`src/rtl/mbist_march_ctrl.sv`:
```
// March C- MBIST controller for one single-port synchronous memory.
// Define MBIST_DIAG_EN to add first-failure capture ports (fail_addr/element/exp/act).
module mbist_march_ctrl #(
    parameter int unsigned DATA_WIDTH = 8,
    parameter int unsigned ADDR_WIDTH = 4,
    parameter int unsigned CAPACITY   = 16,
    parameter int unsigned RD_LATENCY = 2
) (
    input  logic                  clk,
    input  logic                  rst_n,
    input  logic                  start,
    output logic                  busy,
    output logic                  done,
    output logic                  fail,
    output logic [15:0]           fail_count,
`ifdef MBIST_DIAG_EN
    output logic [ADDR_WIDTH-1:0] fail_addr,
    output logic [2:0]            fail_element,
    output logic [DATA_WIDTH-1:0] fail_exp,
    output logic [DATA_WIDTH-1:0] fail_act,
`endif
    output logic                  mem_write_read,
    output logic [ADDR_WIDTH-1:0] mem_address,
    output logic [DATA_WIDTH-1:0] mem_wdata,
    input  logic [DATA_WIDTH-1:0] mem_rdata
);

    localparam int unsigned DCW = (RD_LATENCY > 1) ? $clog2(RD_LATENCY) : 1;
    localparam logic [ADDR_WIDTH-1:0] LAST_ADDR = ADDR_WIDTH'(CAPACITY - 1);

    typedef enum logic [2:0] {IDLE, SETUP, RUN, DRAIN, DONE} state_t;

    state_t                state_q, state_d;
    logic [2:0]            elem_q, elem_d;
    logic                  op_q, op_d;
    logic [DCW-1:0]        dcnt_q, dcnt_d;
    logic [ADDR_WIDTH-1:0] addr_d;
    logic                  clr_run;

    logic                  pv [RD_LATENCY];
    logic [2:0]            pe [RD_LATENCY];
`ifdef MBIST_DIAG_EN
    logic [ADDR_WIDTH-1:0] pa [RD_LATENCY];
`endif
    logic                  rd_now;
    logic [DATA_WIDTH-1:0] exp_out;
    logic                  mismatch;

    // Element properties of the March C- sequence E0..E5
    function automatic logic is_down(input logic [2:0] e);
        return (e == 3'd3) || (e == 3'd4);
    endfunction

    function automatic logic two_op(input logic [2:0] e);
        return (e != 3'd0) && (e != 3'd5);
    endfunction

    function automatic logic is_write(input logic [2:0] e, input logic op);
        return (e == 3'd0) || ((e != 3'd5) && op);
    endfunction

    function automatic logic [DATA_WIDTH-1:0] wr_val(input logic [2:0] e);
        return ((e == 3'd1) || (e == 3'd3)) ? {DATA_WIDTH{1'b1}} : {DATA_WIDTH{1'b0}};
    endfunction

    function automatic logic [ADDR_WIDTH-1:0] first_addr(input logic [2:0] e);
        return is_down(e) ? LAST_ADDR : {ADDR_WIDTH{1'b0}};
    endfunction

    function automatic logic [ADDR_WIDTH-1:0] last_addr(input logic [2:0] e);
        return is_down(e) ? {ADDR_WIDTH{1'b0}} : LAST_ADDR;
    endfunction

    // Next-state: element/address/op sequencing
    always_comb begin
        state_d = state_q;
        elem_d  = elem_q;
        op_d    = op_q;
        dcnt_d  = dcnt_q;
        addr_d  = mem_address;
        clr_run = 1'b0;
        unique case (state_q)
            IDLE, DONE: begin
                if (start) begin
                    state_d = SETUP;
                    elem_d  = 3'd0;
                    addr_d  = first_addr(3'd0);
                    clr_run = 1'b1;
                end
            end
            SETUP: begin
                state_d = RUN;
                op_d    = 1'b0;
            end
            RUN: begin
                if (op_q != two_op(elem_q)) begin
                    op_d = 1'b1;
                end else begin
                    op_d = 1'b0;
                    if (mem_address == last_addr(elem_q)) begin
                        if (elem_q == 3'd5) begin
                            state_d = DRAIN;
                            dcnt_d  = '0;
                        end else begin
                            state_d = SETUP;
                            elem_d  = elem_q + 3'd1;
                            addr_d  = first_addr(elem_q + 3'd1);
                        end
                    end else if (is_down(elem_q)) begin
                        addr_d = mem_address - ADDR_WIDTH'(1);
                    end else begin
                        addr_d = mem_address + ADDR_WIDTH'(1);
                    end
                end
            end
            DRAIN: begin
                if (dcnt_q == DCW'(RD_LATENCY - 1)) state_d = DONE;
                else                                dcnt_d  = dcnt_q + DCW'(1);
            end
            default: state_d = IDLE;
        endcase
    end

    // State and memory-interface registers; outputs follow the next state
    always_ff @(posedge clk or negedge rst_n) begin
        if (!rst_n) begin
            state_q        <= IDLE;
            elem_q         <= '0;
            op_q           <= 1'b0;
            dcnt_q         <= '0;
            busy           <= 1'b0;
            done           <= 1'b0;
            mem_write_read <= 1'b0;
            mem_address    <= '0;
            mem_wdata      <= '0;
        end else begin
            state_q        <= state_d;
            elem_q         <= elem_d;
            op_q           <= op_d;
            dcnt_q         <= dcnt_d;
            busy           <= (state_d == SETUP) || (state_d == RUN) || (state_d == DRAIN);
            done           <= (state_d == DONE);
            mem_write_read <= (state_d == RUN) && is_write(elem_d, op_d);
            mem_address    <= addr_d;
            if (state_d == SETUP) mem_wdata <= wr_val(elem_d);
        end
    end

    assign rd_now   = (state_q == RUN) && !mem_write_read;
    assign exp_out  = ((pe[RD_LATENCY-1] == 3'd2) || (pe[RD_LATENCY-1] == 3'd4)) ?
                      {DATA_WIDTH{1'b1}} : {DATA_WIDTH{1'b0}};
    assign mismatch = pv[RD_LATENCY-1] && (mem_rdata != exp_out);

    // Read-compare pipeline aligned to the memory read latency
    always_ff @(posedge clk or negedge rst_n) begin
        if (!rst_n) begin
            for (int i = 0; i < RD_LATENCY; i++) begin
                pv[i] <= 1'b0;
                pe[i] <= '0;
`ifdef MBIST_DIAG_EN
                pa[i] <= '0;
`endif
            end
        end else begin
            pv[0] <= rd_now;
            pe[0] <= elem_q;
`ifdef MBIST_DIAG_EN
            pa[0] <= mem_address;
`endif
            for (int i = 1; i < RD_LATENCY; i++) begin
                pv[i] <= pv[i-1];
                pe[i] <= pe[i-1];
`ifdef MBIST_DIAG_EN
                pa[i] <= pa[i-1];
`endif
            end
        end
    end

    // Result flags; diag registers keep only the first mismatch of a run
    always_ff @(posedge clk or negedge rst_n) begin
        if (!rst_n) begin
            fail         <= 1'b0;
            fail_count   <= '0;
`ifdef MBIST_DIAG_EN
            fail_addr    <= '0;
            fail_element <= '0;
            fail_exp     <= '0;
            fail_act     <= '0;
`endif
        end else if (clr_run) begin
            fail         <= 1'b0;
            fail_count   <= '0;
`ifdef MBIST_DIAG_EN
            fail_addr    <= '0;
            fail_element <= '0;
            fail_exp     <= '0;
            fail_act     <= '0;
`endif
        end else if (mismatch) begin
            fail <= 1'b1;
            if (fail_count != 16'hFFFF) fail_count <= fail_count + 16'd1;
`ifdef MBIST_DIAG_EN
            if (!fail) begin
                fail_addr    <= pa[RD_LATENCY-1];
                fail_element <= pe[RD_LATENCY-1];
                fail_exp     <= exp_out;
                fail_act     <= mem_rdata;
            end
`endif
        end
    end

endmodule

```
`config.mk`:
```
export PLATFORM = sky130hd
export DESIGN_NAME = mbist_march_ctrl
export DESIGN_NICKNAME = d
export VERILOG_FILES = /design/src/rtl/mbist_march_ctrl.sv
export SDC_FILE = /design/constraint.sdc
export NUM_CORES = 1
export LEC_CHECK = 0
export ABC_AREA = 0
export CAP_MARGIN = 20
export CORE_UTILIZATION = 47
export DETAILED_ROUTE_END_ITERATION = 12
export PLACE_DENSITY = 0.77
export RECOVER_POWER = 50
export SLEW_MARGIN = 15
export SYNTH_ARGS = -nofsm -noshare
export SYNTH_HDL_FRONTEND = slang
export SYNTH_SLANG_ARGS = --single-unit
```
`constraint.sdc`:
```
create_clock -name clk -period 2.6 [get_ports clk]
set_input_delay 0.78 -clock clk [delete_from_list [all_inputs] [get_ports clk]]
set_output_delay 0.78 -clock clk [all_outputs]
set_load 0.01 [all_outputs]
```
# Word level (Yosys, flattened, before mapping)
# Cells that the tools add are included.
[totals]
reg_bits = 48
inputBits = 11
wordCells = 107
[op_classes]
add_sub_neg = 5
n_eq_ne = 28
n_mux = 35
reduce_logical = 24
[op_table]
columns = ["op", "n"]
rows = [
  ["two-way mux 16 bit", 3],
  ["two-way mux 4 bit", 7],
  ["equality test 3 x 2 -> 1 bit (second input constant)", 8],
  ["two-way mux 3 bit", 8],
  ["equality test 3 bit (second input constant)", 6],
  ["adder 16 x 1 -> 16 bit (second input constant)", 1],
  ["two-way mux 8 bit", 2],
  ["!= test 16 bit (second input constant)", 1],
  ["one-hot mux 3 bit (4 select lines)", 1],
  ["equality test 3 x 1 -> 1 bit (second input constant)", 3],
  ["two-way mux 1 bit", 9],
  ["!= test 3 bit (second input constant)", 3],
  ["!= test 2 bit (second input constant)", 4],
  ["!= test 8 bit", 1],
  ["one-hot mux 4 bit (2 select lines)", 1],
  ["AND reduction 4 bit", 2],
  ["nonzero test 2 bit", 4],
  ["logical OR 1 bit", 7],
  ["logical NOT 3 bit", 2],
  ["one-hot mux 3 bit (2 select lines)", 1],
  ["logical AND 1 bit", 5],
  ["adder 4 x 1 -> 4 bit (second input constant)", 1],
  ["equality test 4 bit", 1],
  ["one-hot mux 1 bit (2 select lines)", 2],
  ["other kinds (9)", 9],
]

# Longest topological paths before layout
[logic_depth]
ltp_word = 11
mapped_depth = 12

# Worst setup path after synthesis
# Ideal clock, no wire load.
[synth_path]
path_type = "register to register"
from = "register elem_q[0]"
to = "register mem_write_read"
setup_time_ns = 0.123
arrival_ns = 2.577
required_ns = 2.477
setup_slack_ns = -0.100
path_stages_with_launch = 13
path_buffers = 1
synth_period_minus_slack_ns = 2.700
cell_sequence = "dfrtp_1 -> inv_1 -> ha_1 -> mux2i_4 -> inv_1 -> ha_1 -> nand4_1 -> mux2i_2 -> buf_6 -> a41oi_1 -> a211oi_2 -> a31oi_1 -> o221a_1"
[synth_via]
elab_chain_len = 11
[synth_lines]
columns = ["item", "line", "rtl"]
rows = [
  ["start: declaration", "34", "logic [2:0] elem_q, elem_d;"],
  ["start signal: assignment", "138", "elem_q <= elem_d;"],
  ["equality test 3 x 2 -> 1 bit / equality test 3 bit (equally long branches)", "51", "return (e == 3'd3) || (e == 3'd4);"],
  ["logical OR 1 bit", "51", ""],
  ["two-way mux 4 bit", "71", "return is_down(e) ? {ADDR_WIDTH{1'b0}} : LAST_ADDR;"],
  ["equality test 4 bit", "100", "if (mem_address == last_addr(elem_q)) begin"],
  ["two-way mux 3 bit", "100", ""],
  ["two-way mux 3 bit (*)", "96", "if (op_q != two_op(elem_q)) begin"],
  ["one-hot mux 3 bit (2 select lines) (*)", "82", "unique case (state_q)"],
  ["net elem_d[2]", "34", ""],
  ["!= test 3 bit", "59", "return (e == 3'd0) || ((e != 3'd5) && op);"],
  ["logical AND 1 bit", "59", ""],
  ["logical OR 1 bit (*)", "59", ""],
  ["logical AND 1 bit (*)", "143", "mem_write_read <= (state_d == RUN) && is_write(elem_d, op_d);"],
  ["end signal: assignment", "143", ""],
  ["end: declaration", "22", "output logic mem_write_read,"],
]
# The timed path passes the listed nets; every way through them passes the cells marked *.
# A chain may end at the register's enable or synchronous reset.

# Worst setup path in the final report
[layout_path]
from = "register elem_q[1]"
to = "register mem_write_read"
[layout_via]
elab_chain_len = 11
[layout_lines]
columns = ["item", "line"]
rows = [
  ["equality test 3 x 2 -> 1 bit / equality test 3 bit (equally long branches)", "51"],
  ["logical OR 1 bit", "51"],
  ["two-way mux 4 bit", "71"],
  ["equality test 4 bit", "100"],
  ["two-way mux 3 bit", "100"],
  ["two-way mux 3 bit", "96"],
  ["one-hot mux 3 bit (2 select lines)", "82"],
  ["!= test 3 bit", "59"],
  ["logical AND 1 bit", "59"],
  ["logical OR 1 bit", "59"],
  ["logical AND 1 bit (*)", "143"],
]
# Mark *: on every way between the ends. The rest lies on a longest branch, timed or not.

==> results.toml <==
[status]
outcome = "complete, but fails checks"
violations = "DRC, setup timing"

[finish]
antenna_cells = 0
fin_area_sq_mm = 0.00303
nets = 311
nFillCells = 357
stdcell_count = 345
syn2layout_area_growth_pct = 35.0
drive_above_1_share = 0.201

[sta]
worstMarginPinSlew_ns = 1.35
drv_slew = 0
clock_skew_ns = 0.00764
clock.fmax_mhz = 383
fin_ws_ns = -0.0126
rsz0062_at_grt = "yes"
finalCriticalPeriod_ns = 2.61
timing.final.hold_violations = 0
setup_viol = 1
finalCritPeriodShare = 1.00
holdWs_ns = 0.353
slew_headroom = 0.102

[flow_run]
drv_cap = 0

[placed_design]
place_congestion = 0.840
dpl_cell_area_sq_mm = 0.00281
dp_cells = 326
dpl.hpwl_mm = 3.67
port_buffers = 42

[floorplanning]
initial_core_util = 0.502
die_area_sq_mm = 0.00506
rows = 24
die_x_microns = 71.1
die_y_microns = 71.1
io_pins = 43
core_sq_mm = 0.00447

[setup_path]
required_ns = 2.77
cp_slowest_stage_delay_ns = 0.45
slowest_stage = "dfrtp_2"
cp-start-kind = "register"
path_max_fanout = 4
crit_family = "multiplexers"
critPathArrivalTime_ns = 2.78
critical_path_class = "register to register"
worstSetupEndpointType = "register"
path_cells = "ha_2 > mux2i_4 > inv_2 > ha_4 > nand4bb_1 > mux2i_2 > buf_4 > nand3_2 > mux2_2 > o21a_1 > o221a_1"
crit_buf_inv = 2

[global_route]
grt_pass1_wl_mm = 8.83
grt_max_degree = 28
antenna_found_initial = 0
grt_usage = 0.223
gr-total-overflow = 0
grt_pass1_vias = 1900

[pwr]
power.density_mw_per_mm2 = 725
power_mw = 2.20
p_leak_nw = 1.36
peakVddDrop_uv = 592

[cts]
clk_pin_slew_ns = 0.08
cts_buffers = 5
cts_buffer_depth = 2
clock-sinks = 41
cts_tree = "yes"
insertion_delay_ns = 0.29
htreeDepth = 2
cts_root_buf = "clkbuf_8"

[routing]
drt_iter0_drc = 94
via_per_inst = 5.57
drc = 6
drt_pass1_iterations = 8
drt_wl_total_mm = 5.22
avgRoutedWirePerCell_microns = 15.1
ant_nets = 0
dr_total_vias = 1920

[logic_synthesis]
ys_types = 52
yosys-mux-area-fraction = 0.0301
synth-compound-area-share = 0.125
synth_edf_count = 0
postSynthAreaPerCell_sq_um = 9.94
synth-seq-cells = 41
synth-xor-area-share = 0.0624
synth.yosys.seq_area_share = 0.457
yosysWarnings = 0
netlist_area_sq_mm = 0.00225
ys.flop_type = "dfrtp_1"
synth_cells = 226
synthArstFlopShare = 1.00
yosys.area_share.simple = 0.215
synth_top_family_by_area = "simple AND/OR/NAND/NOR gates"
synth-adder-area-share = 0.0479
syn-num-nets = 245

[worst_hold_path]
hold_class = "register to register"
==> worst register-to-register path: cells and delay by family, from the launching register on <==
kind | cells | cell delay (ns)
mux | 3 | 0.68
flops | 1 | 0.45
compound gates | 2 | 0.41
fa+ha+maj | 2 | 0.50
simple gates | 2 | 0.20
buf+inv | 2 | 0.25
==> synth_stat cells (2+ instances only) <==
cell type  count  area (sq um)
a21o_1         3          22.5
a21oi_1        7          35.0
a31oi_1        4          25.0
a41o_1         2          20.0
and2_1         3          18.8
and3_1         7          43.8
buf_4          7          52.6
buf_6          3          33.8
clkbuf_1       4          15.0
dfrtp_1       41          1030
ha_1           7          87.6
inv_1          9          33.8
mux2i_1        2          20.0
nand2_1       17          63.8
nand3_1       10          50.1
nand3b_1       2          15.0
nand4_1       12          75.1
nor2_1        26          97.6
nor3_1         2          10.0
nor4_1         3          18.8
o21a_1         2          15.0
o21ai_0        8          40.0
o31ai_1        2          15.0
xnor2_1        5          43.8
xor2_1        11          96.3
==> metrics by stage <==
stage | TNS [ns] | worst slack (ns) | utilization
2_1_floorplan | 0 | 0.0208 | -
3_3_place_gp | -1.11 | -0.218 | 0.627
3_5_place_dp | -1.67 | -0.267 | 0.627
4_1_cts | 0 | 0.00233 | 0.671
5_1_grt | -0.0787 | -0.0787 | 0.678
6_report | -0.0126 | -0.0126 | 0.678
==> kinds of logic after synthesis <==
kind of cell / count (synthesis)
and+or+nand+nor: 93
DFF: 41
AOI/OAI and AO/OA: 39
buffers and inverters: 24
xor gates and xnor gates: 16
adders and majority gates: 8
muxes: 5
==> sequential cells by signal, indices dropped and copies added (netlist names) <==
| name | count |
|---|---|
| fail_count | 16 |
| pe | 6 |
| mem_address | 4 |
| elem_q | 3 |
| state_q | 3 |
| pv | 2 |
| busy | 1 |
| dcnt_q | 1 |
| done | 1 |
| fail | 1 |
| mem_wdata | 1 |
| mem_write_read | 1 |
| op_q | 1 |
==> cells in the final DEF, fill, tap and decap left out, types with 4 or more instances in the layout <==
master	n
dfrtp_1	40
clkdlybuf4s50_1	36
buf_4	29
nor2_1	26
nand2_1	17
nand4_1	12
xor2_1	11
nand3_1	10
o21ai_0	8
a21oi_1	7
and3_1	7
inv_1	6
clkbuf_8	6
dlygate4sd3_1	5
xnor2_1	4
a31oi_1	4
==> layer usage <==
layer  up-vias  wire length (microns)  part of all wire  GRT usage
met5         -                      0                 0          0
met4         0                     74             0.014     0.0778
met3         8                    208             0.040     0.0442
met2        49                   2560              0.49      0.369
met1       930                   2380              0.46      0.295
li1        933                      -                 -          -
==> timing repair <==
action / CTS / global route
buffers inserted: 8 / 3
endpoints found under the hold margin: 0 / 0
cloned: 0 / 0
hold buffers: 0 / 0
resized for setup: 4 / 5
endpoints found under the setup margin: 2 / 4
pin swaps: 2 / 6
==> final timing paths <==
path / start / endpoint / slack (ns) / cells after the start
setup / recovery: elem_q[1] / mem_write_read / -0.01 / 11
hold / removal: pe[3] / pe[0] / 0.35 / 0
setup reg to reg: elem_q[1] / mem_write_read / -0.01 / 11
hold reg to reg: pe[3] / pe[0] / 0.35 / 0
max in group asynchronous: rst_n / pe[0] / 0.81 / 2
min in group asynchronous: rst_n / fail_count[13] / 0.77 / 1
==> report_power, final <==
| group | leakage [nW] | internal [mW] | switching, mW |
|---|---|---|---|
| sequential | 0.548 | 0.750 | 0.130 |
| combinational | 0.753 | 0.380 | 0.407 |
| clock | 0.0574 | 0.312 | 0.219 |
| total | 1.36 | 1.44 | 0.756 |
==> layout make-up <==
class,count,area (sq um),area share
clock inverters,2,37.5,0.0124
inverters,9,33.8,0.0111
flip-flops and latches,41,1030,0.339
multi-input cells,161,1140,0.375
repair buffers,74,651,0.215
clock buffers,6,82.6,0.0272
well taps,52,65.1,0.0215
Note: power is estimated with default switching activity, not from simulation.
